===== src/rtl/mem_sequencer.sv =====
`default_nettype none
// ==== mem_sequencer: fetch/load/store memory sequencer with CPU step enable ====
// Rev 1.0 - initial release
module mem_sequencer (
  input  logic        clk,
  input  logic        reset,
  input  logic        run,
  input  logic [31:0] i_addr,
  input  logic [31:0] d_addr,
  input  logic [31:0] d_wdata,
  output logic [31:0] instr,
  output logic [31:0] read_data,
  output logic        step,
  output logic [31:0] mem_addr,
  output logic [31:0] mem_wdata,
  output logic        mem_re,
  output logic        mem_we,
  input  logic [31:0] mem_rdata,
  output logic        busy,
  output logic        fault,
  output logic [31:0] instr_count
);

  localparam logic [6:0]  OP_LOAD   = 7'b0000011;
  localparam logic [6:0]  OP_STORE  = 7'b0100011;
  localparam logic [31:0] NOP_INSTR = 32'h0000_0033;

  typedef enum logic [2:0] {
    S_IDLE  = 3'd0,
    S_FETCH = 3'd1,
    S_FWAIT = 3'd2,
    S_DATA  = 3'd3,
    S_DWAIT = 3'd4,
    S_EXEC  = 3'd5,
    S_HALT  = 3'd6
  } state_t;

  state_t state, state_next;

  logic is_mem_op;
  logic is_store;

  // Memory-op decode in FWAIT looks at the word arriving now; in DATA it
  // looks at the word already latched into instr.
  assign is_mem_op = (mem_rdata[6:0] == OP_LOAD) || (mem_rdata[6:0] == OP_STORE);
  assign is_store  = (instr[6:0] == OP_STORE);
  assign busy      = (state != S_IDLE) && (state != S_HALT);

  always_comb begin
    state_next = state;
    step       = 1'b0;
    mem_re     = 1'b0;
    mem_we     = 1'b0;
    mem_addr   = 32'd0;
    mem_wdata  = 32'd0;
    case (state)
      S_IDLE: begin
        if (run) state_next = S_FETCH;
      end
      S_FETCH: begin
        if (i_addr[1:0] != 2'b00) begin
          state_next = S_HALT;
        end else begin
          mem_re     = 1'b1;
          mem_addr   = i_addr;
          state_next = S_FWAIT;
        end
      end
      S_FWAIT: begin
        state_next = is_mem_op ? S_DATA : S_EXEC;
      end
      S_DATA: begin
        if (d_addr[1:0] != 2'b00) begin
          state_next = S_HALT;
        end else if (is_store) begin
          mem_we     = 1'b1;
          mem_addr   = d_addr;
          mem_wdata  = d_wdata;
          state_next = S_EXEC;
        end else begin
          mem_re     = 1'b1;
          mem_addr   = d_addr;
          state_next = S_DWAIT;
        end
      end
      S_DWAIT: begin
        state_next = S_EXEC;
      end
      S_EXEC: begin
        step       = 1'b1;
        state_next = run ? S_FETCH : S_IDLE;
      end
      S_HALT: begin
        state_next = S_HALT;
      end
      default: begin
        state_next = S_IDLE;
      end
    endcase
  end

  always_ff @(posedge clk) begin
    if (reset) begin
      state       <= S_IDLE;
      instr       <= NOP_INSTR;
      read_data   <= 32'd0;
      instr_count <= 32'd0;
      fault       <= 1'b0;
    end else begin
      state <= state_next;
      if (state == S_FWAIT) instr <= mem_rdata;
      if (state == S_DWAIT) read_data <= mem_rdata;
      if (step) instr_count <= instr_count + 32'd1;
      if (state_next == S_HALT) fault <= 1'b1;
    end
  end

endmodule
`default_nettype wire


===== config.mk =====
export PLATFORM = sky130hd
export DESIGN_NAME = mem_sequencer
export DESIGN_NICKNAME = d
export VERILOG_FILES = /design/src/rtl/mem_sequencer.sv
export SDC_FILE = /design/constraint.sdc
export NUM_CORES = 1
export LEC_CHECK = 0
export CAP_MARGIN = 10
export CORE_MARGIN = 5
export CORE_UTILIZATION = 33
export CTS_BUF_LIST = sky130_fd_sc_hd__clkbuf_16
export DETAILED_ROUTE_END_ITERATION = 12
export GPL_ROUTABILITY_DRIVEN = 0
export PLACE_DENSITY = 0.76
export SYNTH_ARGS = -nofsm -noshare
export SYNTH_HDL_FRONTEND = slang
export SYNTH_SLANG_ARGS = --single-unit

===== constraint.sdc =====
create_clock -name clk -period 1.75 [get_ports clk]
set_input_delay 0.35 -clock clk [delete_from_list [all_inputs] [get_ports clk]]
set_output_delay 0.35 -clock clk [all_outputs]
set_load 0.02 [all_outputs]

==> impl_results.md, run 1 <==
* Number of endpoints failing setup at the final stage at 71
* Worst Clk Skew at 0.00928 ns
* Overall die area at 0.0160 mm²
* IR Drop Worst-Case VDD at 928 µV
* Number of synthesized register bits at 100
* Hold_buf cts at 0
* Vias at 5171
* Sort of element at the start of the critical path: flip-flop
* DRC errors left at 0
* Outcome: complete, but fails checks
* Longest Clk Path Bufs at 2
* Top-level port count at 296
* Fin. max-slew vios at 0
* Pre-Repair DR Iteration Count at 4
* Leakage power summed over all cells at 3.59 nW
* Clock-pin slew of the registers on the worst-case setup and hold paths at 0.07 ns
* Number of placed cells counting well taps at 1037
* Syn Area/Cell at 7.95 µm²
* Switching Power at 1.61 mW
* Cell at the root of the clock tree: sky130_fd_sc_hd__clkbuf_16
* Met3 Track Usage GR at 0.0563
* Global routing usage on met2 at 0.393
* Int Pwr at 4.25 mW
* FFs w/ async S/R, synth at 0
* Final global-route overflow total at 0
* Part of the total power dissipated in sequential elements at 0.419
* Period utilisation layout at 1.23
* Global-route usage over all layers at 0.231
* Yosys Warn Count at 0
* Final Cell Area at 0.00854 mm²
* Average routed wire per standard cell at 18.0 µm
* Pin count of the biggest net entering global routing at 61
* Data arrival time at the worst-slack endpoint at 1.80 ns
* FMAX at 465 MHz
* Setup repair after global routing missed its margin: true
* Placeable core region at 0.0132 mm²
* Cell count after synthesis at 562
* Worst path required time at 1.40 ns
* Worst setup EP type: output port
* Cell Pwr Density at 686 mW/mm²
* Area post-placement at 0.00793 mm²
* Number of buffers created by CTS at 9
* Ys flop type: sky130_fd_sc_hd__dfxtp_1
* Worst min-delay path class: input port to flip-flop
* Number of distinct library cells after synthesis at 39
* Violated checks: setup timing
* Number of fillers in the final layout at 1151
* Part of the power in the clock network at 0.335
* Iteration-0 DRC count of the detailed router at 257
* Critical path peak fanout at 34
* Proportion of power drawn by combinational gates at 0.246
* Number of clock sinks seen by CTS at 100
* Chip Width at 126 µm
* Max H-tree Level at 3
* Initial Util at 0.337
* Hold Vio Cnt, Final at 0
* Initial antenna violation count at 1
* Die boundary height at 126 µm
* Final cell count without fillers at 1068
* Setup CP Type: flip-flop to output port
* GR met1 Demand/Resource at 0.283
* IO Port Bufs at 293
* Leading cell types in the layout, fill and taps excluded: sky130_fd_sc_hd__clkdlybuf4s50_1, sky130_fd_sc_hd__nand2_1, sky130_fd_sc_hd__dfxtp_1
* First-pass GRT wire length at 29300 µm
* Routed Antenna Nets at 0
* Leading cell type in the layout, fill and taps excluded: sky130_fd_sc_hd__clkdlybuf4s50_1
* Tmin final at 2.15 ns
* Total half-perimeter wirelength after legalization and detailed placement at 14100 µm
* Netlist Area Pre-Place at 0.00447 mm²
* Number of global-route vias before repair at 5101
* Skew-Pair Late Insertion Delay at 0.34 ns
* Area Overhead vs Synth at 91.3%
* Vias per std cell at 4.84
* Standard-cell rows at 42
* Fraction of layout instances using a drive strength above 1 at 0.220
* Routed WL at 19200 µm
* Post-synthesis sequential area ratio at 0.448
* Post-layout net count at 1018
* Number of synthesized flops with an enable pin at 0
* TritonCTS clock tree: yes
* Max-capacitance violation count at 0
* Switching part of the total power at 0.274
* Most used routing layer in global routing: met2
* Final WS setup at -0.399 ns
power groups by stage:
| stage | registers [mW] | logic (mW) | clock network, mW |
|---|---|---|---|
| CTS | 2.46 | 1.44 | 2.01 |
| floorplan | 2.64 | 0.420 | 0 |
| global route | 2.47 | 1.54 | 2.10 |
| global placement | 2.50 | 1.35 | 0 |
| detailed placement | 2.51 | 1.35 | 0 |
| finish | 2.46 | 1.44 | 1.96 |
sequential cells by signal (all words and copies together) (netlist names):
name	cells
instr_count	32
fault	1
state	3
instr	32
read_data	32
area by class of cell:
cell class,count,area (µm²),share of cell area
diodes,1,2.50,0.000293
multi-input cells,416,2400,0.281
clock inverters,7,67.6,0.00791
repair buffers,354,3600,0.421
flip-flops and latches,100,2010,0.235
clock buffers,9,225,0.0264
well taps,176,220,0.0258
inverters,5,21.3,0.00249
what timing repair did:
item	CTS	global route
pin swaps	35	15
endpoints found under the setup margin	97	97
buffers inserted	9	4
gates cloned	4	0
resized for setup	431	27
worst paths after layout:
kind | slack [ns] | from | cells past startpoint | endpoint
setup reg to reg | -0.11 | state[2] | 10 | instr_count[30]
hold / removal | 0.37 | reset | 2 | instr_count[28]
hold reg to reg | 0.45 | instr[8] | 2 | instr[8]
setup / recovery | -0.40 | instr[3] | 6 | mem_wdata[30]
synth_stat cells (all sizes together) (3+ instances only):
cell type	instances	share of area
nand2	145	0.12
dfxtp	100	0.45
a21oi	62	0.069
nor2	41	0.034
and2	34	0.048
clkbuf	31	0.026
a22o	30	0.059
xor2	27	0.053
nand4	19	0.028
buf	11	0.014
and3	7	0.0098
nand3	7	0.0078
nor3	6	0.0067
inv	5	0.0042
nand3b	5	0.011
nor4	4	0.010
nand4b	3	0.0059
or3	3	0.0042
xnor2	3	0.0059
metal layers:
metal	wire length, µm	part of all wire
met1	7830	0.41
met2	9630	0.50
met3	1350	0.070
met4	419	0.022
met5	0	0
through the flow:
stage	setup slack [ns]	hold slack (ns)	power, mW	TNS, ns	util
final	-0.399	0.370	5.86	-22.86	0.645
after global routing	-0.516	0.388	6.12	-29.54	0.645
after CTS	-0.481	0.375	5.91	-27.15	0.641
after detailed placement	-0.957	0.447	3.85	-54.45	0.598
after global placement	-0.942	0.441	3.85	-54.54	0.598
after floorplan	-0.0191	0.474	3.06	-0.191	-
cells by family after synthesis:
family,synth area share
adders and majority gates,0.00280
other,0.000840
and+or+nand+nor,0.301
DFF,0.448
buffers and inverters,0.0443
xor gates and xnor gates,0.0588
AOI/OAI and AO/OA,0.143
critical path, stage by stage (launching register included):
cell and delay [ns]:
sky130_fd_sc_hd__dfxtp_2 0.34, sky130_fd_sc_hd__nor4b_4 0.27, sky130_fd_sc_hd__nand4b_1 0.20, sky130_fd_sc_hd__nor2_2 0.18
sky130_fd_sc_hd__buf_12 0.18, sky130_fd_sc_hd__and2_2 0.15, sky130_fd_sc_hd__buf_4 0.14
(Power assumes the default switching activity.)
==> run 2, diff against run 1 <==
- CTS_CLUSTER_SIZE: default -> 20
==> results of run 2 <==
Same layout as run 1: the final DEF is identical, and so are final timing and power.
